## config.mk

```make
export PLATFORM = sky130hd
export DESIGN_NAME = lsu_ctrl
export DESIGN_NICKNAME = d
export VERILOG_FILES = /design/src/rtl/lsu_pkg.sv /design/src/rtl/lsu_load_align.sv /design/src/rtl/lsu_ctrl.sv
export SDC_FILE = /design/constraint.sdc
export NUM_CORES = 1
export LEC_CHECK = 0
export CAP_MARGIN = 20
export CORE_UTILIZATION = 41
export CTS_CLUSTER_SIZE = 30
export DETAILED_ROUTE_END_ITERATION = 12
export MAX_ROUTING_LAYER = met4
export PLACE_DENSITY = 0.78
export SETUP_SLACK_MARGIN = 0.02
export SLEW_MARGIN = 20
export SYNTH_ARGS = -nofsm -noshare
export SYNTH_HDL_FRONTEND = slang
export SYNTH_SLANG_ARGS = --single-unit
```

## constraint.sdc

```tcl
create_clock -name clk -period 1.6 [get_ports clk]
set_input_delay 0.32 -clock clk [delete_from_list [all_inputs] [get_ports clk]]
set_output_delay 0.32 -clock clk [all_outputs]
set_load 0.05 [all_outputs]
```

## src/rtl/lsu_pkg.sv

```systemverilog
// ============================================================================
// lsu_pkg: shared opcodes, FSM state type and byte-enable helper for lsu_ctrl.
// Revision: 1.0
// ============================================================================
`default_nettype none

package lsu_pkg;

  localparam logic [5:0] OP_LW  = 6'b100011;
  localparam logic [5:0] OP_LB  = 6'b100000;
  localparam logic [5:0] OP_LBU = 6'b100100;
  localparam logic [5:0] OP_SW  = 6'b101011;
  localparam logic [5:0] OP_SB  = 6'b101000;
  localparam logic [5:0] OP_LH  = 6'b100001;
  localparam logic [5:0] OP_LHU = 6'b100101;
  localparam logic [5:0] OP_SH  = 6'b101001;

  typedef enum logic [1:0] {
    IDLE   = 2'd0,
    REQ    = 2'd1,
    WAIT_R = 2'd2,
    RESP   = 2'd3
  } lsu_state_t;

  // Halfword ops are decoded here unconditionally; legality is decided by the caller.
  function automatic logic [3:0] calc_be(input logic [5:0] op, input logic [1:0] lane);
    logic [3:0] be;
    be = 4'b0000;
    case (op)
      OP_LW, OP_SW:          be = 4'b1111;
      OP_LB, OP_LBU, OP_SB:  be = 4'b0001 << lane;
      OP_LH, OP_LHU, OP_SH:  be = lane[1] ? 4'b1100 : 4'b0011;
      default:               be = 4'b0000;
    endcase
    return be;
  endfunction

endpackage

`default_nettype wire

```

## src/rtl/lsu_load_align.sv

```systemverilog
// ============================================================================
// lsu_load_align: selects the addressed byte/halfword of a memory word and
// sign- or zero-extends it according to the load opcode.
// Revision: 1.0
// ============================================================================
`default_nettype none

module lsu_load_align
  import lsu_pkg::*;
(
  input  logic [5:0]  op,
  input  logic [1:0]  addr_lo,
  input  logic [31:0] rdata,
  output logic [31:0] data
);

  logic [7:0]  sel_b;
  logic [15:0] sel_h;

  always_comb begin
    case (addr_lo)
      2'd0:    sel_b = rdata[7:0];
      2'd1:    sel_b = rdata[15:8];
      2'd2:    sel_b = rdata[23:16];
      default: sel_b = rdata[31:24];
    endcase
    sel_h = addr_lo[1] ? rdata[31:16] : rdata[15:0];
  end

  always_comb begin
    case (op)
      OP_LB:   data = {{24{sel_b[7]}}, sel_b};
      OP_LBU:  data = {24'h000000, sel_b};
      OP_LH:   data = {{16{sel_h[15]}}, sel_h};
      OP_LHU:  data = {16'h0000, sel_h};
      default: data = rdata;
    endcase
  end

endmodule

`default_nettype wire

```

## src/rtl/lsu_ctrl.sv

```systemverilog
// ============================================================================
// lsu_ctrl: load/store unit driving a req/gnt/rvalid data-memory port.
// Define LSU_HALF_EN to enable the lh/lhu/sh halfword operations.
// Revision: 1.0
// ============================================================================
`default_nettype none

module lsu_ctrl
  import lsu_pkg::*;
(
  input  logic        clk,
  input  logic        rst_n,
  input  logic        cpu_req,
  input  logic [5:0]  cpu_op,
  input  logic [11:0] cpu_addr,
  input  logic [31:0] cpu_wdata,
  output logic        cpu_busy,
  output logic        cpu_done,
  output logic        cpu_err,
  output logic [31:0] cpu_rdata,
  output logic        mem_req,
  output logic        mem_we,
  output logic [9:0]  mem_addr,
  output logic [3:0]  mem_be,
  output logic [31:0] mem_wdata,
  input  logic        mem_gnt,
  input  logic        mem_rvalid,
  input  logic [31:0] mem_rdata
);

  lsu_state_t  state;
  lsu_state_t  state_nxt;
  logic [5:0]  op_q;
  logic [1:0]  lane_q;
  logic        is_word;
  logic        is_byte;
  logic        is_half;
  logic        is_store;
  logic        legal;
  logic        aligned;
  logic        start_ok;
  logic        start_err;
  logic [31:0] wdata_fmt;
  logic [31:0] load_data;

  always_comb begin
    is_word = (cpu_op == OP_LW) || (cpu_op == OP_SW);
    is_byte = (cpu_op == OP_LB) || (cpu_op == OP_LBU) || (cpu_op == OP_SB);
`ifdef LSU_HALF_EN
    is_half = (cpu_op == OP_LH) || (cpu_op == OP_LHU) || (cpu_op == OP_SH);
`else
    is_half = 1'b0;
`endif
    is_store  = (cpu_op == OP_SW) || (cpu_op == OP_SB) || (cpu_op == OP_SH);
    legal     = is_word || is_byte || is_half;
    aligned   = is_word ? (cpu_addr[1:0] == 2'b00) :
                is_half ? ~cpu_addr[0] : 1'b1;
    start_ok  = (state == IDLE) && cpu_req && legal && aligned;
    start_err = (state == IDLE) && cpu_req && !(legal && aligned);

    // Narrow stores replicate the datum across every lane so the byte enables alone pick it.
    if (is_byte)
      wdata_fmt = {4{cpu_wdata[7:0]}};
    else if (is_half)
      wdata_fmt = {2{cpu_wdata[15:0]}};
    else
      wdata_fmt = cpu_wdata;
  end

  always_comb begin
    state_nxt = state;
    case (state)
      IDLE: begin
        if (start_ok)
          state_nxt = REQ;
        else if (start_err)
          state_nxt = RESP;
      end
      REQ: begin
        if (mem_gnt)
          state_nxt = mem_we ? RESP : WAIT_R;
      end
      WAIT_R: begin
        if (mem_rvalid)
          state_nxt = RESP;
      end
      RESP:    state_nxt = IDLE;
      default: state_nxt = IDLE;
    endcase
  end

  always_ff @(posedge clk or negedge rst_n) begin
    if (!rst_n) begin
      state <= IDLE;
    end else begin
      state <= state_nxt;
    end
  end

  always_ff @(posedge clk or negedge rst_n) begin
    if (!rst_n) begin
      op_q      <= 6'd0;
      lane_q    <= 2'd0;
      cpu_done  <= 1'b0;
      cpu_err   <= 1'b0;
      cpu_rdata <= 32'd0;
      mem_req   <= 1'b0;
      mem_we    <= 1'b0;
      mem_addr  <= 10'd0;
      mem_be    <= 4'd0;
      mem_wdata <= 32'd0;
    end else begin
      cpu_done <= (state_nxt == RESP);
      cpu_err  <= start_err;

      if (start_ok) begin
        op_q      <= cpu_op;
        lane_q    <= cpu_addr[1:0];
        mem_req   <= 1'b1;
        mem_we    <= is_store;
        mem_addr  <= cpu_addr[11:2];
        mem_be    <= calc_be(cpu_op, cpu_addr[1:0]);
        mem_wdata <= wdata_fmt;
      end else if ((state == REQ) && mem_gnt) begin
        // Request phase is over; park the bus at zero until the next access.
        mem_req   <= 1'b0;
        mem_we    <= 1'b0;
        mem_addr  <= 10'd0;
        mem_be    <= 4'd0;
        mem_wdata <= 32'd0;
      end

      if ((state == WAIT_R) && mem_rvalid)
        cpu_rdata <= load_data;
    end
  end

  assign cpu_busy = (state != IDLE);

  lsu_load_align u_load_align (
    .op      (op_q),
    .addr_lo (lane_q),
    .rdata   (mem_rdata),
    .data    (load_data)
  );

endmodule

`default_nettype wire

```

* Word level (Yosys, flattened, before mapping)
Cells that the tools add are included.
** Storage, ports and cells
- Output and inout bits :: 83
- Logic and storage cells :: 74
- Input bits :: 87
- Flip-flop bits (word level) :: 92
** Cells by class
- Reduce and logical (&&, ||, !) cells :: 22
- Muxes and demuxes :: 22
- Eq/ne operators :: 18
- Shift-type cells :: 1
** Operator list (count)
- 32-bit one-hot mux with 4 select lines :: 1
- 32-bit two-way mux :: 3
- 6-bit equality test (second input constant) :: 12
- 8-bit one-hot mux with 3 select lines :: 1
- 10-bit two-way mux :: 2
- 16-bit two-way mux :: 1
- 4-bit two-way mux :: 3
- 4-bit one-hot mux with 3 select lines :: 1
- 2-bit equality test (second input constant) :: 4
- 2-bit two-way mux :: 4
- 2-bit one-hot mux with 4 select lines :: 1
- 1-bit logical AND :: 7
- 2-bit zero test :: 3
- 1-bit logical OR :: 6
- 3-bit OR reduction :: 2
- 1-bit two-way mux :: 5
- 2-bit by 1-bit equality test with 1-bit output (second input constant) :: 2
- 2-bit nonzero test :: 2
- 1-bit by 2-bit left shift with 4-bit output (first input constant) :: 1
- 2-bit OR reduction :: 1
- 1-bit zero test :: 1

* Logic depth before layout (Yosys ltp)
Gate-level depths: netlist of run 1.
- Depth in word-level cells :: 11
- Mapped depth :: 7
- Gate-level depth less buffers :: 4

* Hierarchy
A second synthesis of run 1 with hierarchy kept.
** Unflattened totals
- Cell total of the unflattened synthesis :: 443
- Area, all modules :: 4853.4 um^2
** Modules (own cells, without submodules)
- lsu_ctrl :: cells an instance 330, area an instance 3971.3 um^2, times used 1
- lsu_load_align :: cells an instance 113, area an instance 882.1 um^2, times used 1

* Worst setup path after synthesis of run 1
No wires, ideal clock.
- Kind :: register to register
- Start :: register lane_q[1]
- End :: register cpu_rdata[20]
- Clock period less this slack :: 1.750 ns
- Path slack :: -0.150 ns
- Library setup time :: 0.121 ns
- Cell stages (with the launch flop) :: 7
- Path buffers :: 2
- Required time :: 1.479 ns
- Arrival time :: 1.629 ns
- Cells stage by stage :: dfrtp_1 buf_6 mux4_2 or2_0 a21oi_4 buf_6 a21oi_1
** On the way
- Word-level cells in the longest chain between the ends :: 3
- Elaborated cells on any way between the ends :: 6
** RTL lines
- from (decl) :: RTL line lsu_ctrl.sv:34 : logic [1:0] lane_q;
- from (signal assigned) :: RTL line lsu_ctrl.sv:118 : lane_q <= cpu_addr[1:0];
- 2-bit equality test (tied with other cells) :: RTL line lsu_load_align.sv:21 : case (addr_lo)
- 8-bit one-hot mux with 3 select lines :: RTL line lsu_load_align.sv:21
- 32-bit one-hot mux with 4 select lines (*) :: RTL line lsu_load_align.sv:31 : case (op)
- to (signal assigned) :: RTL line lsu_ctrl.sv:134 : cpu_rdata <= load_data;
- to (decl) :: RTL line lsu_ctrl.sv:20 : output logic [31:0] cpu_rdata,
Every way passes the cells marked *; elsewhere a longest branch is shown, timed or not.
A chain may end at the register's enable or synchronous reset.

* Final worst setup path of run 1
- Start :: register lane_q[1]
- End :: register cpu_rdata[30]
The elaborated chain is that of the path after synthesis.

==> results.json, run 1 <==
{
  "outcome": "finished, violations left",
  "violations": "negative setup slack",
  "syn_nets": 535,
  "worstPathArrival_ps": 1960,
  "r2r-end": "cpu_rdata[30]$_DFFE_PN0P_",
  "cts_root_buf": "clkbuf_16",
  "end_kind": "register",
  "synth_edf_count": 0,
  "mostFrequentLayoutCells": "buf_4, dfrtp_1, nand2_1, clkdlybuf4s50_1, mux2i_1",
  "tightest_slew_ps": 401,
  "route.detailed.drc": 0,
  "final.setup_skew_ps": 7.45,
  "layout-drive-gt1-share": 0.359,
  "startpoint_type": "register",
  "layout.nets": 756,
  "routed_via_density": 5.43,
  "initial_utilization": 0.426,
  "max_freq_mhz": 576,
  "track_usage": 0.252,
  "postLayoutCoreUtil": 0.686,
  "drv_slew": 0,
  "yosysSeqAreaShare": 0.495,
  "grt_pass1_wl_um": 21900,
  "setup_ws_ps": -136,
  "ioPinCount": 170,
  "wl_um": 14400,
  "register_area_sq_mm": 0.00230,
  "cts_buffers": 9,
  "drt_iter0_drc": 321,
  "hold_violations": 0,
  "drv_cap": 0,
  "tritoncts": "done",
  "first_pass_iters": 5,
  "grt_pass1_vias": 4328,
  "period_needed_ps": 1740,
  "worstPathRequired_ps": 1830,
  "fp-row-count": 38,
  "final_common_cell": "buf_4",
  "power_mw": 13.1,
  "grt_overflow": 0,
  "synth_cell_types": 35,
  "synth-seq-cells": 92,
  "drtAntennaViolNets": 0,
  "die_y_um": 109,
  "cts.htree.levels": 3,
  "slew_headroom": 0.733,
  "port_buffers": 169,
  "timing.rr.start": "lane_q[1]$_DFFE_PN0P_",
  "vias": 4434,
  "synthCells": 448,
  "gp_congestion": 0.893,
  "crit_fanout": 11,
  "path_clk_slew_ps": 70,
  "fill_cells": 802,
  "cts_num_sinks": 92,
  "finalSetupViolations": 32,
  "hpwl_um": 10200,
  "area_growth_pct": 61.3,
  "core_sq_mm": 0.0109,
  "synth_area_leaders": "dfrtp_1, mux2i_1, nand2_1",
  "async_reset_ff_frac": 1.00,
  "die_w_um": 109,
  "rsz0062_at_grt": "true",
  "endpoint": "cpu_rdata[30]$_DFFE_PN0P_",
  "dp_cells": 783,
  "vdd_drop_max_uv": 1130,
  "grt_max_degree": 50,
  "synth_top_area_cell": "dfrtp_1",
  "crit_path_start": "lane_q[1]$_DFFE_PN0P_",
  "dieArea_sq_mm": 0.0118,
  "holdCritPathClass": "input pin to async pin",
  "r2r_slack_ps": -140,
  "r2r_cells": 5,
  "synth_area_sq_mm": 0.00465,
  "drt-wirelength-per-cell_um": 17.6,
  "pwr_density_cell_mw_per_mm2": 1740,
  "clockBufferDepth": 2,
  "yosys_warnings": 0,
  "synth_top_area_frac": 0.495,
  "clk_latency_ps": 340,
  "avgSynthCellArea_sq_um": 10.4,
  "multiInputGateArea_sq_mm": 0.00233,
  "min_period_over_period": 1.08,
  "critPathKind": "register to register",
  "final_cells": 816,
  "power.static_leakage_nw": 3.81,
  "antenna_found_initial": 1,
  "synth_ff_type": "dfrtp_1"
}
[state kept, by name, indices dropped and copies added (netlist names)]
name and flops:
cpu_done 1, cpu_err 1, cpu_rdata 32, lane_q 2
mem_addr 10, mem_be 4, mem_req 1, mem_wdata 32
mem_we 1, op_q 6, state 2
[report_power, final]
group | total, mW | internal [mW] | leakage, nW | switching [mW]
Clock | 1.98 | 1.05 | 0.129 | 0.928
Sequential | 3.67 | 3.10 | 1.17 | 0.573
Combinational | 7.43 | 2.83 | 2.51 | 4.60
Total | 13.1 | 6.98 | 3.81 | 6.10
[Yosys cell counts, types with 2 or more instances]
master / n
nor2_1: 30
buf_2: 7
a41oi_1: 8
buf_6: 7
nand3_1: 3
nand3b_1: 2
nand4_1: 8
nand2b_1: 5
mux2_2: 13
o22ai_1: 8
a31oi_1: 3
clkbuf_1: 17
dfrtp_1: 92
mux4_2: 8
mux2i_1: 72
inv_1: 22
nand2_1: 90
a21oi_1: 36
[worst max-delay path, cell delays in order, from the launching register on]
cell	delay, ps
dfrtp_1	400
mux4_2	550
or2_4	260
a21oi_4	170
buf_12	160
a21oi_1	70
[through the flow]
| stage | worst slack [ps] | setup TNS (ps) | hold slack (ps) | cell area, sq um |
|---|---|---|---|---|
| finish | -136 | -3210 | 443 | 7500 |
| floorplan | -141 | -5450 | 24.4 | 4700 |
| CTS | -102 | -2420 | 426 | 7340 |
| global route | -163 | -3960 | 448 | 7500 |
| global placement | -422 | -30850 | 266 | 6820 |
| detailed placement | -455 | -33900 | 274 | 6820 |
[how the worst min path moves through the flow]
stage / endpoint / slack (ps) / cells past startpoint
after floorplan: cpu_done$_DFF_PN0_ / 20 / 0
after global placement: mem_addr[1]$_DFFE_PN0P_ / 270 / 1
after detailed placement: mem_addr[0]$_DFFE_PN0P_ / 270 / 1
after CTS: cpu_rdata[31]$_DFFE_PN0P_ / 430 / 3
after global routing: cpu_rdata[31]$_DFFE_PN0P_ / 450 / 3
final: mem_addr[1]$_DFFE_PN0P_ / 440 / 2
[kinds of logic (layout without fill, tap and decap cells)]
logic type / after synthesis / in the layout / share of synthesized area
AO/OA/AOI/OAI: 64 / 66 / 0.0906
buffers and inverters: 54 / 278 / 0.0567
flip-flops: 92 / 92 / 0.495
multiplexers: 93 / 93 / 0.225
other: 0 / 2 / 0
AND/OR/NAND/NOR: 145 / 145 / 0.133
[metal layers]
| layer | routed length [um] | track usage | vias up |
|---|---|---|---|
| met5 | 0 | - | - |
| met4 | 216 | 0.0705 | 0 |
| met3 | 1160 | 0.0621 | 28 |
| met2 | 7240 | 0.419 | 228 |
| met1 | 5780 | 0.304 | 2173 |
| li1 | - | - | 2005 |
[repair_timing]
item	4_1_cts	5_1_grt
setup endpoints to repair	84	55
pin swaps	11	8
hold buffers	1	0
cloned	4	1
gates resized for setup	39	31
hold endpoints to repair	25	0
setup buffers	6	3
[cell type report]
cell class                 instances  share of cell area
antenna                            2            0.000667
clock buffer                      10              0.0305
clock inverter                     6             0.00517
inverter                          22              0.0110
multi-input combinational        304               0.311
sequential                        92               0.307
tap                              140              0.0233
timing repair buffer             240               0.311
No activity file was read; power rests on OpenSTA's default activity.
==> run 2: changes to the inputs <==
--- a/config.mk
+++ b/config.mk
@@ -6,13 +6,15 @@
 export NUM_CORES = 1
 export LEC_CHECK = 0
 export CAP_MARGIN = 20
+export CORE_MARGIN = 2
 export CORE_UTILIZATION = 41
 export CTS_CLUSTER_SIZE = 30
 export DETAILED_ROUTE_END_ITERATION = 12
 export MAX_ROUTING_LAYER = met4
-export PLACE_DENSITY = 0.78
+export PLACE_DENSITY = 0.77
 export SETUP_SLACK_MARGIN = 0.02
 export SLEW_MARGIN = 20
 export SYNTH_ARGS = -nofsm -noshare
 export SYNTH_HDL_FRONTEND = slang
+export SYNTH_HIERARCHICAL = 1
 export SYNTH_SLANG_ARGS = --single-unit
==> run 2 against run 1 <==
The flow still finishes with violations (negative setup slack). Final area grew 5.1%. Die area rose by 8.0%. Register-to-register slack got worse by 310 ps. Core utilization increased by 0.14 points. Clock power increased by 2%. Area after synthesis up 4.3%. Critical endpoint is now cpu_rdata[0]$_DFFE_PN0P_.
==> results.json, run 2 <==
{
  "hpwl_um": 11000,
  "drv_slew": 0,
  "period_needed_ps": 2050,
  "yosys_warnings": 6,
  "synth_cell_types": 37,
  "synthCells": 443,
  "synth_top_area_cell": "dfrtp_1",
  "synth_most_common_cell": "dfrtp_1",
  "grt_max_degree": 34,
  "synth-seq-cells": 92,
  "startpoint_type": "register",
  "drv_cap": 0,
  "worstPathArrival_ps": 2280,
  "register_area_sq_mm": 0.00230,
  "die_y_um": 113,
  "setup_ws_ps": -447,
  "fp-row-count": 39,
  "vdd_drop_max_uv": 1480,
  "final.setup_skew_ps": 8.73,
  "critPathKind": "register to register",
  "first_pass_iters": 4,
  "cts.htree.levels": 3,
  "slew_headroom": 0.621,
  "worstPathRequired_ps": 1830,
  "design_area_sq_mm": 0.00788,
  "synth_area_sq_mm": 0.00485,
  "crit_fanout": 11,
  "ioPinCount": 170,
  "synth_edf_count": 0,
  "rsz0062_at_grt": "true",
  "reg_top3": "cpu_rdata: 32 flops, mem_wdata: 32 flops, mem_addr: 10 flops",
  "mostFrequentLayoutCells": "buf_4, dfrtp_1, clkdlybuf4s50_1, nand2_1, mux2i_1",
  "wl_um": 15200,
  "ys_top_cells_by_count": "dfrtp_1, nand2_1, mux2i_1",
  "clockBufferDepth": 2,
  "final_common_cell": "buf_4",
  "syn_nets": 530,
  "holdCritPathClass": "input pin to register",
  "layout-drive-gt1-share": 0.413,
  "yosysSeqAreaShare": 0.474,
  "die_w_um": 113,
  "drt-wirelength-per-cell_um": 18.0,
  "vias": 4489,
  "synth_top_area_frac": 0.474,
  "place_area_sq_mm": 0.00727,
  "hold_violations": 0,
  "holdWs_ps": 317,
  "violations": "negative setup slack",
  "area_growth_pct": 62.4,
  "grt_pass1_wl_um": 23800,
  "port_buffers": 169,
  "cts_num_sinks": 92,
  "fill_cells": 819,
  "synth_area_leaders": "dfrtp_1, mux2i_1, mux2_2",
  "drtAntennaViolNets": 0,
  "core_sq_mm": 0.0115,
  "grt_pass1_vias": 4710,
  "async_reset_ff_frac": 1.00,
  "max_freq_mhz": 488,
  "drt_iter0_drc": 293,
  "route.detailed.drc": 0,
  "avgSynthCellArea_sq_um": 11.0,
  "n_antenna_cell": 0,
  "pwr_density_cell_mw_per_mm2": 1740,
  "end_kind": "register",
  "outcome": "finished, violations left",
  "power.static_leakage_nw": 3.68,
  "dp_cells": 815,
  "min_period_over_period": 1.28,
  "multiInputGateArea_sq_mm": 0.00237,
  "antenna_found_initial": 0,
  "tightest_slew_ps": 567,
  "initial_utilization": 0.423,
  "tritoncts": "done",
  "track_usage": 0.243,
  "cts_buffers": 9,
  "gp_congestion": 0.822,
  "grt_overflow": 0,
  "final_cells": 845,
  "routed_via_density": 5.31,
  "dieArea_sq_mm": 0.0127,
  "path_clk_slew_ps": 70,
  "clk_latency_ps": 340,
  "synth_ff_type": "dfrtp_1",
  "cts_root_buf": "clkbuf_16",
  "finalSetupViolations": 38,
  "layout.nets": 784
}
==> run 2: cell types whose count changed after synthesis, sizes merged, moves of 7 or more <==
cell	before	now
nand2	90	67
nor3	0	11
a221o	0	14
and3	0	7
nor2	30	13
nand4	8	0
a21oi	37	28
mux2i	72	55
a41oi	8	0
mux2	13	45
o21ai	1	21
==> run 2: what timing repair did <==
action	CTS	global route
setup endpoints to repair	91	82
hold endpoints to repair	21	0
gates cloned	2	3
resized for setup	58	24
setup buffers	6	3
pin swaps	5	4
hold buffers	1	0
==> run 2: critical path, cell delays in order, from the launching register on <==
cell and delay, ps:
dfrtp_1 370, or4b_4 560, buf_12 170, mux2_2 270, a221o_1 290, mux2_2 260
==> run 2: cell families (layout without fill, tap and decap cells) <==
family / Yosys count / count (layout) / synth area share
buf+inv: 57 / 316 / 0.0642
flops: 92 / 92 / 0.474
mux: 108 / 108 / 0.256
simple gates: 111 / 111 / 0.105
compound gates: 75 / 75 / 0.101
==> run 2: metal layers <==
layer  vias up  track usage  share of wire
li1       2068            -              -
met1      2193        0.306           0.41
met2       195        0.396           0.50
met3        33       0.0423          0.064
met4         0       0.0886          0.025
met5         -            -              0
==> run 2: metrics by stage <==
step / TNS [ps] / worst slack (ps) / util / power (mW)
after detailed placement: -57810 / -790 / 0.634 / 11.2
after global routing: -13230 / -478 / 0.688 / 14.3
after floorplan: -19390 / -455 / - / 8.31
after CTS: -11070 / -459 / 0.675 / 13.6
final: -10970 / -447 / 0.688 / 13.7
after global placement: -53500 / -696 / 0.634 / 11.0
==> run 2: report_power, final <==
part / internal (mW) / total [mW] / switching (mW)
combinational: 3.55 / 8.09 / 4.54
sequential: 3.07 / 3.62 / 0.546
clock: 1.07 / 2.02 / 0.951
total: 7.69 / 13.7 / 6.04
==> run 2: final timing paths <==
kind,startpoint,to,slack (ps),cells after the start
max,op_q[1]$_DFFE_PN0P_,cpu_rdata[0]$_DFFE_PN0P_,-450,5
min,cpu_op[2],op_q[2]$_DFFE_PN0P_,320,3
max reg2reg,op_q[1]$_DFFE_PN0P_,cpu_rdata[0]$_DFFE_PN0P_,-450,5
min reg2reg,op_q[5]$_DFFE_PN0P_,op_q[5]$_DFFE_PN0P_,490,1
max in group asynchronous,rst_n,mem_wdata[7]$_DFFE_PN0P_,660,3
min in group asynchronous,rst_n,mem_addr[7]$_DFFE_PN0P_,430,2
==> run 2: area by class of cell <==
type	count	share of cell area
multi-input cells	294	0.301
repair buffers	276	0.338
inverters	24	0.0114
well taps	143	0.0227
flip-flops and latches	92	0.292
clock buffers	10	0.0290
clock inverters	6	0.00603
==> run 3: changes to the inputs <==
--- a/config.mk
+++ b/config.mk
@@ -6,12 +6,13 @@
 export NUM_CORES = 1
 export LEC_CHECK = 0
 export CAP_MARGIN = 20
-export CORE_MARGIN = 2
-export CORE_UTILIZATION = 41
+export CORE_MARGIN = 8
+export CORE_UTILIZATION = 42
+export CTS_BUF_LIST = sky130_fd_sc_hd__clkbuf_8
 export CTS_CLUSTER_SIZE = 30
 export DETAILED_ROUTE_END_ITERATION = 12
 export MAX_ROUTING_LAYER = met4
-export PLACE_DENSITY = 0.77
+export PLACE_DENSITY = 0.78
 export SETUP_SLACK_MARGIN = 0.02
 export SLEW_MARGIN = 20
 export SYNTH_ARGS = -nofsm -noshare
==> run 3 against run 2 <==
Cell count decreased by 1.2%. Clock power decreased by 15%. Setup slack improved by 3.7 ps. Non-clock buffer count decreased by 10. Critical path depth unchanged. Die area increased by 20%. Sequential cell count unchanged. Final area decreased by 1.8%. The flow still finishes with violations (negative setup slack).
==> results.json, run 3 (synthesis results as in run 2) <==
{
  "outcome": "finished, violations left",
  "violations": "negative setup slack",
  "cts_num_sinks": 92,
  "die_y_um": 123,
  "min_period_over_period": 1.28,
  "cts.htree.levels": 3,
  "drt-wirelength-per-cell_um": 19.3,
  "cts_buffers": 9,
  "slew_headroom": 0.632,
  "grt_pass1_vias": 4844,
  "drt_iter0_drc": 336,
  "place_area_sq_mm": 0.00730,
  "drv_slew": 0,
  "antenna_found_initial": 0,
  "min_to": "op_q[2]$_DFFE_PN0P_",
  "hp-start": "cpu_op[2]",
  "holdWs_ps": 299,
  "finalSetupViolations": 39,
  "end_kind": "register",
  "drtAntennaViolNets": 0,
  "period_needed_ps": 2040,
  "final_common_cell": "buf_4",
  "drv_cap": 0,
  "final_cells": 835,
  "max_freq_mhz": 489,
  "layout-drive-gt1-share": 0.393,
  "clockBufferDepth": 2,
  "r2r-end": "cpu_rdata[4]$_DFFE_PN0P_",
  "grt_max_degree": 36,
  "tritoncts": "done",
  "tns_ps": -11140,
  "track_usage": 0.216,
  "dieArea_sq_mm": 0.0153,
  "holdCritPathClass": "input pin to register",
  "cts_root_buf": "clkbuf_8",
  "dp_cells": 808,
  "wl_um": 16100,
  "startpoint_type": "register",
  "worstPathArrival_ps": 2300,
  "vdd_drop_max_uv": 1620,
  "reg_top3": "cpu_rdata: 32 flops, mem_wdata: 32 flops, mem_addr: 10 flops",
  "layout.nets": 774,
  "vias": 4412,
  "die_w_um": 123,
  "place_ws_ps": -777,
  "final.setup_skew_ps": 9.83,
  "grt_pass1_wl_um": 24900,
  "min_path_cells": 3,
  "pwr_density_cell_mw_per_mm2": 1710,
  "postLayoutCoreUtil": 0.681,
  "n_antenna_cell": 0,
  "r2r_cells": 5,
  "r2r_slack_ps": -440,
  "mostFrequentLayoutCells": "buf_4, dfrtp_1, clkdlybuf4s50_1, nand2_1, mux2i_1",
  "area_growth_pct": 59.5,
  "port_buffers": 169,
  "rsz0062_at_grt": "true",
  "tightest_slew_ps": 551,
  "hpwl_um": 12200,
  "setup_ws_ps": -443,
  "core_sq_mm": 0.0114,
  "path_clk_slew_ps": 100,
  "route.detailed.drc": 0,
  "first_pass_iters": 7,
  "hold_violations": 0,
  "gp_congestion": 0.841,
  "power_mw": 13.3,
  "design_area_sq_mm": 0.00774,
  "worstPathRequired_ps": 1850,
  "initial_utilization": 0.427,
  "fp-row-count": 39,
  "crit_fanout": 7,
  "ioPinCount": 170,
  "routed_via_density": 5.28,
  "critPathKind": "register to register",
  "timing.rr.start": "op_q[4]$_DFFE_PN0P_",
  "grt_overflow": 0,
  "power.static_leakage_nw": 3.60,
  "fill_cells": 819,
  "clk_latency_ps": 350
}
==> run 3: final cells by class <==
cell class | instances | area, sq um | share of cell area
well taps | 143 | 179 | 0.0231
repair buffers | 266 | 2630 | 0.340
inverters | 24 | 90.1 | 0.0116
clock buffers | 9 | 124 | 0.0160
multi-input cells | 294 | 2320 | 0.300
flip-flops and latches | 92 | 2300 | 0.297
clock inverters | 7 | 91.3 | 0.0118
==> run 3: report_power, final <==
group,switching (mW),internal [mW]
Clock,0.846,0.879
Combinational,4.49,3.43
Sequential,0.553,3.07
==> run 3: routing by layer <==
layer / up-vias / track usage / part of all wire
li1: 2046 / - / -
met1: 2117 / 0.253 / 0.40
met2: 221 / 0.361 / 0.50
met3: 28 / 0.0484 / 0.076
met4: 0 / 0.0685 / 0.017
met5: - / - / 0
==> run 3: worst max path at each step <==
stage                                    from                       end  cells after the start
after floorplan           op_q[3]$_DFFE_PN0P_  cpu_rdata[4]$_DFFE_PN0P_                      6
after global placement              cpu_op[0]       op_q[3]$_DFFE_PN0P_                      6
after detailed placement            cpu_op[0]  mem_wdata[4]$_DFFE_PN0P_                      7
after CTS                 op_q[3]$_DFFE_PN0P_  cpu_rdata[6]$_DFFE_PN0P_                      5
after global routing      op_q[3]$_DFFE_PN0P_  cpu_rdata[4]$_DFFE_PN0P_                      5
final                     op_q[4]$_DFFE_PN0P_  cpu_rdata[4]$_DFFE_PN0P_                      5
==> run 3: critical path, cell delays in order, from the launching register on <==
cell	delay, ps
dfrtp_1	400
or4b_4	540
buf_6	170
mux2_4	300
a221o_1	270
mux2_2	260
==> run 3: timing repair <==
item / in CTS / in global routing
endpoints found under the hold margin: 27 / 0
resized for setup: 43 / 29
setup endpoints to repair: 91 / 84
cloned: 4 / 0
hold buffers: 1 / 0
pin swaps: 5 / 5
buffers inserted: 5 / 3
==> patch 1, RTL diff (flow settings as in run 2) <==
The option `LSU_HALF_EN` is turned on by a define.
--- a/src/rtl/lsu_ctrl.sv
+++ b/src/rtl/lsu_ctrl.sv
@@ -4,6 +4,8 @@
 // Revision: 1.0
 // ============================================================================
 `default_nettype none
+
+`define LSU_HALF_EN
 
 module lsu_ctrl
   import lsu_pkg::*;
Function: changed (a bounded check fails within 4 cycles, from zero or initial values and one cycle with rst_n low).
==> patch 1 against run 2 <==
The run still ends with setup timing left. Wire length rose by 5.1%. Area after synthesis rose by 4.6%. Largest cell class is now multi-input gates. Power rose by 3.7%. Final area rose by 4.6%. Sequential cell count did not move. Sequential power rose by 2%. Setup slack got worse by 0.029 ns. First-iteration DRC count rose by 8.2%.
==> patch 1: results (changes against run 2) <==
===============================================================================
Area post-placement                                                    7440 um2   +2.4%
Pin count of the biggest net entering global routing                         33   -2.9%
First-pass GRT wire length                                            24,800 um   +4.2%
Detailed-routing wirelength on met1                                     6620 um   +5.2%
Failing checks                                                     setup timing
Arrival @ worst endpoint                                                2.35 ns   +0.07 ns
Gpl congestion                                                            0.871   +5.9%
Gr usage total                                                            24.9%   +0.59 points
Number of iterations in the first detailed-routing pass                       5   +1
WL met2                                                                 7930 um   +4.5%
Seq/Total Area, Yosys                                                     45.3%   -2.1 points
Final count of negative-setup-slack endpoints                                88   +130%
Leakage Power                                                           4.13 nW   +12%
Worst-case setup slack after placement                                -0.926 ns   -0.136 ns
GRT met3 Usage                                                            5.32%   +1.1 points
Wire per inst                                                           18.4 um   +1.8%
Highest net fanout along the worst path                                       7   -4
Global Route met2 Usage                                                   40.5%   +0.91 points
Critical register-to-register path endpoint                        cpu_rdata[20]
Result of the run                                                  finished with violations
Length in cells of the worst reg-to-reg path                                  7   +2
Post-route clock skew                                                0.00819 ns   -0.000540 ns
Per-cell via count in the routed design                                    5.37   +1.2%
Post-DP HPWL                                                          11,100 um   +0.36%
Number of DRC markers after the initial detailed-route iteration            317   +8.2%
Worst Setup Slack, final                                              -0.476 ns   -0.0285 ns
Nets                                                                        785   +0.13%
===============================================================================
==> patch 1: logic make-up after synthesis <==
kind of cell    count (synthesis)
xor+xnor                        1
flops                          92
mux                           122
compound gates                 69
buf+inv                        64
simple gates                  122
==> patch 1: power breakdown <==
part | switching, mW | leakage (nW) | internal (mW)
clock | 0.910 | 0.138 | 1.22
sequential | 0.596 | 1.20 | 3.09
combinational | 4.68 | 2.80 | 3.75
total | 6.19 | 4.13 | 8.05
==> patch 1: cell type report <==
type | instances | area (um2) | share of cell area, %
antenna | 1 | 2.50 | 0.0303
clock buffer | 9 | 225 | 2.73
clock inverter | 7 | 75.1 | 0.910
inverter | 25 | 93.8 | 1.14
multi-input combinational | 314 | 2710 | 32.8
sequential | 92 | 2300 | 27.9
tap | 168 | 210 | 2.55
timing repair buffer | 256 | 2630 | 31.9
==> patch 1: through the flow <==
step,hold slack (ns),instances
floorplan,0.0244,470
global placement,0.225,837
detailed placement,0.235,837
CTS,0.401,870
global route,0.387,872
finish,0.375,872
==> patch 2, RTL diff (config.mk and constraints of run 2) <==
Made on the original files. The 4 states of `lsu_state_t` get a Gray code encoding in 2 bits.
--- a/src/rtl/lsu_pkg.sv
+++ b/src/rtl/lsu_pkg.sv
@@ -16,10 +16,10 @@
   localparam logic [5:0] OP_SH  = 6'b101001;
 
   typedef enum logic [1:0] {
-    IDLE   = 2'd0,
-    REQ    = 2'd1,
-    WAIT_R = 2'd2,
-    RESP   = 2'd3
+    IDLE   = 2'b00,
+    REQ    = 2'b01,
+    WAIT_R = 2'b11,
+    RESP   = 2'b10
   } lsu_state_t;
 
   // Halfword ops are decoded here unconditionally; legality is decided by the caller.
Formal check against the unedited RTL: no difference found for any inputs over 10 cycles, from zero or initial values and one cycle with rst_n low; not proved beyond that.
==> patch 2 against run 2 <==
Clock skew decreased by 0.0038 ns. Power increased by 7.6%. Setup slack got worse by 0.017 ns. Sequential cell count unchanged. The run still ends with setup timing left. Global-route usage decreased by 0.41 points. Wire length decreased by 3.4%. Area after synthesis decreased by 0.62%. Final area decreased by 0.84%. Die area decreased by 0.59%. Largest power group unchanged. Count of clock-buffer cells in the layout increased by 1. Via count decreased by 2.6%. Critical path depth unchanged.
==> patch 2: results (changes against run 2) <==
================================================================================
Placed Cells incl. Taps                                                      797   -2.2%
Maximum vdd ir drop                                                      1.25 mV   -15%
First-pass GRT wire length                                             22,900 um   -3.7%
Vias in the first global route                                             4,477   -4.9%
Number of buffers created by CTS                                               9   unchanged
Gr usage total                                                             23.9%   -0.41 points
Critical register-to-register path endpoint                         cpu_rdata[5]
Number of antenna violations at the first check in global routing              0   unchanged
Worst-case setup slack after placement                                 -0.647 ns   +0.143 ns
Fraction of final layout cells sized beyond drive strength 1               39.7%   -1.6 points
Arrival @ worst endpoint                                                 2.29 ns
Pin count of the biggest net entering global routing                          93   +170%
Seq/Total Area, Yosys                                                      47.7%   +0.30 points
Total die area                                                        12,600 um2   -0.59%
Non-filler instance count after layout                                       826   -2.2%
Highest net fanout along the worst path                                       15   +4
Number of DRC markers after the initial detailed-route iteration             333   +14%
Signal buf overhead                                                        32.7%   -1.1 points
Met1 Usage GRT                                                             30.8%   +0.16 points
Result of the run                                                   finished with violations
Area post-placement                                                     7200 um2   -0.96%
Multi-input combinational cell area                                     2380 um2   +0.21%
Most numerous cell types in the synthesized netlist                 92 x sky130_fd_sc_hd__dfrtp_1, 68 x sky130_fd_sc_hd__nand2_1, 54 x sky130_fd_sc_hd__mux2i_1
Global Route met2 Usage                                                    36.2%   -3.3 points
Final slew viol count                                                          0   unchanged
Yosys cell types                                                              42   +14%
Total Neg Setup Slack                                                  -11.54 ns   -0.571 ns
Synthesized area divided by synthesized cell count                      10.9 um2   -0.39%
Failing checks                                                      setup timing
GRT met3 Usage                                                             5.78%   +1.5 points
Number of storage elements in the synthesis netlist                           92   unchanged
Number of antenna cells inserted                                               0   unchanged
Number of clock buffer instances in the layout                                11   +1
Non-clock buffer count                                                       258   -6.5%
Filler cell count                                                            855   +4.4%
HP Class                                                            input pin to async pin
Final Core Density                                                         68.2%   -0.58 points
Net Count, Synth                                                             529   -0.19%
Gpl congestion                                                             0.865   +5.2%
Post-route clock skew                                                 0.00495 ns   -0.00378 ns
Leakage Power                                                            3.74 nW   +1.5%
Worst hold margin                                                     0.00754 ns   -0.310 ns
Tightest slew margin relative to the limit                                 59.1%   -3.0 points
YS warnings                                                                    6   unchanged
Synth top area cells                                                sky130_fd_sc_hd__dfrtp_1 48%, sky130_fd_sc_hd__mux2i_1 11%, sky130_fd_sc_hd__mux2_2 11%, sky130_fd_sc_hd__nand2_1 5.3%, sky130_fd_sc_hd__mux4_2 3.7%
Final count of negative-setup-slack endpoints                                 32   -16%
Post-DP HPWL                                                           10,400 um   -6.0%
Clock buf/inv share                                                        3.97%   +0.46 points
Wire per inst                                                            17.8 um   -1.2%
Start point of the critical path                                         op_q[3]
Sw Share                                                                   45.4%   +1.5 points
Per-cell via count in the routed design                                     5.29   -0.39%
Critical-path top delay cell                                        sky130_fd_sc_hd__or4b_4
Multi-input combinational cell count                                         293   -0.34%
Nets                                                                         765   -2.4%
Worst Setup Slack, final                                               -0.464 ns   -0.0169 ns
================================================================================
patch 2: cell count changes in the layout (fill, tap and decap cells not counted), moves of 3 or more:
cell                         change
sky130_fd_sc_hd__clkinvlp_4      -3
sky130_fd_sc_hd__buf_12          +7
sky130_fd_sc_hd__buf_6           -9
sky130_fd_sc_hd__nand2_1         +3
sky130_fd_sc_hd__a21oi_1         -3
sky130_fd_sc_hd__buf_4          -14
patch 2: what timing repair did:
action,CTS,global route
cloned,2,1
pin swaps,6,7
setup endpoints to repair,92,75
resized for setup,25,35
setup buffers,5,6
patch 2: how the worst max path moves through the flow:
| stage | to | slack (ns) | cells past startpoint |
|---|---|---|---|
| 2_1_floorplan | cpu_rdata[4] | -0.46 | 6 |
| 3_3_place_gp | mem_wdata[30] | -0.59 | 8 |
| 3_5_place_dp | mem_wdata[3] | -0.65 | 8 |
| 4_1_cts | cpu_rdata[5] | -0.45 | 5 |
| 5_1_grt | cpu_rdata[5] | -0.49 | 5 |
| 6_report | cpu_rdata[5] | -0.46 | 5 |
patch 2: kinds of logic (layout without fill, tap and decap cells):
family | Yosys count | count (layout) | synth area share, %
mux | 108 | 108 | 25.8
compound gates | 72 | 72 | 10.0
flops | 92 | 92 | 47.7
buf+inv | 57 | 298 | 5.68
simple gates | 113 | 113 | 10.8
patch 2: layer usage:
layer,part of all wire (%),up-vias
met5,0,-
met4,2.7,0
met3,7.4,30
met2,48,197
met1,42,2101
li1,-,2043
patch 2: power by group through the flow:
stage	Combinational (mW)	Clock (mW)	Sequential, mW
final	8.58	2.23	3.96
after global routing	8.97	2.38	4.08
after CTS	8.37	2.29	3.96
after detailed placement	8.32	0	3.97
after global placement	8.18	0	3.96
after floorplan	2.19	0	6.83
